==> config.mk <==
export PLATFORM = sky130hd
export DESIGN_NAME = bit_serial_adder
export DESIGN_NICKNAME = d
export VERILOG_FILES = /design/src/rtl/bit_serial_adder.sv
export SDC_FILE = /design/constraint.sdc
export NUM_CORES = 1
export LEC_CHECK = 0
export CAP_MARGIN = 20
export CORE_ASPECT_RATIO = 0.8
export CORE_MARGIN = 2
export CORE_UTILIZATION = 52
export CTS_CLUSTER_DIAMETER = 120
export CTS_CLUSTER_SIZE = 40
export DETAILED_ROUTE_END_ITERATION = 10
export GPL_ROUTABILITY_DRIVEN = 0
export PLACE_DENSITY = 0.88
export SYNTH_ARGS = -nofsm -noshare
export SYNTH_HDL_FRONTEND = slang
export SYNTH_SLANG_ARGS = --single-unit
export TNS_END_PERCENT = 20
==> constraint.sdc <==
create_clock -name clk -period 2.85 [get_ports clk]
set_input_delay 0.57 -clock clk [delete_from_list [all_inputs] [get_ports clk]]
set_output_delay 0.57 -clock clk [all_outputs]
set_load 0.02 [all_outputs]
==> src/rtl/bit_serial_adder.sv <==
`default_nettype none
// ============================================================================
// Module   : bit_serial_adder
// Purpose  : LSB-first serial adder built around one full-adder bit slice
//            and one carry flip-flop. Operands are captured on an accepted
//            start. One bit pair is processed per clock. Sum bits shift into
//            the result register from the top.
//            Latency is WIDTH+1 cycles from the accepted start to done.
// Macro    : SERIAL_ADDER_SUB_EN - when defined, adds the 'sub' input. With
//            sub=1 the block computes a - b. cout=1 then means no borrow.
// Ports    : clk   - system clock, rising edge
//            rst   - synchronous active-high reset
//            start - request pulse, sampled only when not busy
//            sub   - (SERIAL_ADDER_SUB_EN only) subtract select
//            a, b  - WIDTH-bit operands, captured on accepted start
//            cin   - carry-in, captured on accepted start
//            busy  - high while bits are being processed
//            done  - one-cycle pulse; sum/cout valid
//            sum   - (a + b + cin) mod 2^WIDTH
//            cout  - carry out of bit WIDTH-1
// Revision : 1.0 - initial release
// ============================================================================
module bit_serial_adder #(
  parameter int WIDTH = 8
) (
  input  logic             clk,
  input  logic             rst,
  input  logic             start,
`ifdef SERIAL_ADDER_SUB_EN
  input  logic             sub,
`endif
  input  logic [WIDTH-1:0] a,
  input  logic [WIDTH-1:0] b,
  input  logic             cin,
  output logic             busy,
  output logic             done,
  output logic [WIDTH-1:0] sum,
  output logic             cout
);

  localparam int               CNT_W    = $clog2(WIDTH) + 1;
  localparam logic [CNT_W-1:0] CNT_LAST = CNT_W'(WIDTH - 1);

  localparam logic [1:0] IDLE  = 2'd0;
  localparam logic [1:0] SHIFT = 2'd1;
  localparam logic [1:0] DONE  = 2'd2;

  logic [1:0]       state_q, state_d;
  logic [WIDTH-1:0] op_a_q, op_a_d;
  logic [WIDTH-1:0] op_b_q, op_b_d;
  logic [WIDTH-1:0] sum_q, sum_d;
  logic             carry_q, carry_d;
  logic [CNT_W-1:0] cnt_q, cnt_d;

  logic             accept;
  logic             fa_s;
  logic             fa_c;
  logic [WIDTH-1:0] b_load;
  logic             carry_load;

  // A start is honoured in DONE as well as IDLE, so back-to-back requests
  // lose no cycle.
  assign accept = start && (state_q != SHIFT);

  // Subtraction is a + ~b + 1. The +1 comes in through the carry flop.
`ifdef SERIAL_ADDER_SUB_EN
  assign b_load     = sub ? ~b : b;
  assign carry_load = sub ? 1'b1 : cin;
`else
  assign b_load     = b;
  assign carry_load = cin;
`endif

  // Full-adder bit slice
  always_comb begin
    fa_s = op_a_q[0] ^ op_b_q[0] ^ carry_q;
    fa_c = (op_a_q[0] & op_b_q[0]) | (op_a_q[0] & carry_q) | (op_b_q[0] & carry_q);
  end

  // State register
  always_ff @(posedge clk) begin
    if (rst) begin
      state_q <= IDLE;
    end else begin
      state_q <= state_d;
    end
  end

  // Next-state logic
  always_comb begin
    state_d = state_q;
    case (state_q)
      IDLE:    if (start) state_d = SHIFT;
      SHIFT:   if (cnt_q == CNT_LAST) state_d = DONE;
      DONE:    state_d = start ? SHIFT : IDLE;
      default: state_d = IDLE;
    endcase
  end

  // Output logic
  always_comb begin
    busy = (state_q == SHIFT);
    done = (state_q == DONE);
    sum  = sum_q;
    cout = carry_q;
  end

  // Datapath next values
  always_comb begin
    op_a_d  = op_a_q;
    op_b_d  = op_b_q;
    sum_d   = sum_q;
    carry_d = carry_q;
    cnt_d   = cnt_q;
    if (accept) begin
      op_a_d  = a;
      op_b_d  = b_load;
      carry_d = carry_load;
      cnt_d   = '0;
    end else if (state_q == SHIFT) begin
      op_a_d  = op_a_q >> 1;
      op_b_d  = op_b_q >> 1;
      sum_d   = {fa_s, sum_q[WIDTH-1:1]};
      carry_d = fa_c;
      cnt_d   = cnt_q + 1'b1;
    end
  end

  // Datapath registers. Sum and carry are not touched outside SHIFT,
  // so the result holds until the next accepted start.
  always_ff @(posedge clk) begin
    if (rst) begin
      op_a_q  <= '0;
      op_b_q  <= '0;
      sum_q   <= '0;
      carry_q <= 1'b0;
      cnt_q   <= '0;
    end else begin
      op_a_q  <= op_a_d;
      op_b_q  <= op_b_d;
      sum_q   <= sum_d;
      carry_q <= carry_d;
      cnt_q   <= cnt_d;
    end
  end

endmodule
`default_nettype wire

==> results.md <==
* Clock transition at the registers of the reported paths at 0.10 ns
* RSZ-0062 raised after global routing: false
* Dpl ws at 0.730 ns
* Clk Tree Root Cell: clkbuf_4
* Final core utilization at 68.6%
* Max Freq at 438 MHz
* Clock sink count at 31
* Layout cells sized above 1 at 7.10%
* Power Density at 512 nW/um^2
* Routed wire per std cell at 12.7 um
* First-pass GRT wire length at 4200 um
* Area Overhead vs Synth at 27.3%
* Min-Delay Path Class: register to register
* Beginning of the critical path: state_q[1]
* TritonCTS clock tree: done
* Overall Power at 0.851 mW
* Post-route ant nets at 0
* CP required at 2.28 ns
* Via count at 1,076
* Leak Pwr at 0.645 nW
* Largest net degree at the start of global routing at 45
* DR vias/cell at 5.25
* Grt total ovfl at 0
* Cell variety after synth at 22
* Port Buffers at 30
* Skew final at 0.0150 ns
* Critical path endpoint: busy
* Maximum vdd drop at 0.278 mV
* Post-synthesis sequential area ratio at 47.6%
* Syn nets at 161
* Fin Setup TNS at 0 ns
* DR pass1 iterations at 4
* Number of DRC markers in iteration 0 at 57
* R2r setup slk at 1.35 ns
* Core ar. at 2420 sq um
* Setup violations, final at 0
* Die area at 2930 sq um
* Gates resized, CTS repair at 0
* # hold bufs at CTS at 0
* Multi-input gate area at 619 sq um
* Syn_area_per_cell at 9.39 sq um
* #FFs+latches synth at 31
* Crit share post-route at 80.1%
* Antenna cells at 0
* Critical Path Fanout Max at 16
* Die Ht at 48.8 um
* H-tree depth at 2
* Most frequent cells in the layout: dfxtp_1 (31), clkdlybuf4s50_1 (30), mux2i_1 (17), nand2_1 (17), nor2_1 (16)
* Least-Margin Pin Slew at 0.967 ns
* Vias in the first global route at 994
* Global-route usage over all layers at 19.0%
* Status: complete, no violations
* R2r endpoint: cnt_q[2]
* Worst-skew pair later-pin latency at 0.33 ns
* Reg area at 621 sq um
* Worst R2R Path Depth at 4
* Setup Buffers After CTS at 0
* Fin Hold WS at 0.463 ns
* Synthesis Warnings at 0
* Fill count at 203
* Rel. slew slack at 35.4%
* Worst Setup Slack, final at 0.566 ns
* Initial antenna violation count at 0
* Clock buffer depth at 2
* Dpl hpwl at 1790 um
* Final Hold Vio Count at 0
* Syn Inst Count at 139
* Total CTS buffers at 5
* Mapped cell area at 1310 sq um
* FF-to-FF Start: state_q[1]
* Worst setup EP type: output port
* Leading cell type in the layout, fill and taps excluded: dfxtp_1
* Tmin final at 2.28 ns
* Number of remaining DRC errors at 0
* Final Max Slew Viols at 0
* Final-stage net count at 190
* Crit path DAT at 1.71 ns
* Max Cap Viol at 0
* Starting Density at 53.9%
* Row count at 16
* Die Wd at 60.0 um
* Crit path kind: register to output port
* I/O Pins at 31
* Post-Route WL at 2600 um
* Crit start category: register
layout make-up:
| class | count | area share [%] |
|---|---|---|
| Timing Repair Buffer | 33 | 19.4 |
| Multi-Input combinational cell | 96 | 37.3 |
| Clock inverter | 1 | 0.301 |
| Clock buffer | 7 | 2.71 |
| Inverter | 1 | 0.226 |
| Tap cell | 36 | 2.71 |
| Sequential cell | 31 | 37.3 |
synth_stat cells:
cell type   n  share of area, %
a211oi_1   15               8.6
a211oi_2    1              0.96
a21oi_1    12               4.6
a31oi_1     1              0.48
buf_2       4               1.5
buf_4       2               1.2
buf_6       1              0.86
clkbuf_1    4               1.2
dfxtp_1    31                48
fa_1        1               1.5
ha_1        1              0.96
inv_2       1              0.29
mux2_4      1               1.2
mux2i_1    17                13
nand2_1    17               4.9
nand2b_1    2              0.96
nand3_1     2              0.77
nand3b_1    4               2.3
nor2_1     16               4.6
nor2b_1     2              0.96
nor3_1      3               1.2
or3_1       1              0.48
routing by layer:
layer	global-route usage, %	up-vias	wire (um)
met1	22.3	504	1150
li1	-	546	-
met2	31.7	23	1310
met5	0	-	0
met3	6.37	3	110
met4	6.67	0	27
registers in the layout, summed over array words and instances, names as in the netlist:
name / flops
cnt_q: 4
sum: 8
op_b_q: 8
op_a_q: 8
cout: 1
state_q: 2
worst min path at each step:
stage | depth (start not counted) | end | from | slack (ns)
final | 2 | sum[2] | sum[3] | 0.46
after global routing | 2 | sum[1] | sum[2] | 0.50
after CTS | 2 | sum[2] | sum[3] | 0.48
after detailed placement | 2 | sum[4] | sum[4] | 0.46
after global placement | 2 | sum[1] | sum[2] | 0.45
after floorplan | 1 | cnt_q[2] | cnt_q[2] | 0.48
kinds of logic (layout without fill, tap and decap cells):
logic type                 count (synthesis)  count (layout)  share of synthesized area, %
and+or+nand+nor                           47              47                          16.1
DFF                                       31              31                          47.6
buffers and inverters                     12              42                          4.98
adders and majority gates                  2               2                          2.49
AOI/OAI and AO/OA                         29              29                          14.7
muxes                                     18              18                          14.2
worst max-delay path, cell delays in order, from the launching register on:
cell and delay [ns]:
dfxtp_1 0.32, nand2b_1 0.17, inv_2 0.23, clkdlybuf4s50_1 0.66
per-stage QoR:
step | area (sq um) | cells
2_1_floorplan | 1310 | 139
3_3_place_gp | 1610 | 197
3_5_place_dp | 1610 | 197
4_1_cts | 1660 | 205
5_1_grt | 1660 | 205
6_report | 1660 | 205
power by group:
group,internal [mW],total [mW],switching [mW]
combinational,0.0672,0.133,0.0657
sequential,0.460,0.477,0.0168
clock,0.0960,0.242,0.146
total,0.623,0.851,0.228
Power figures use the tool's default switching activity.
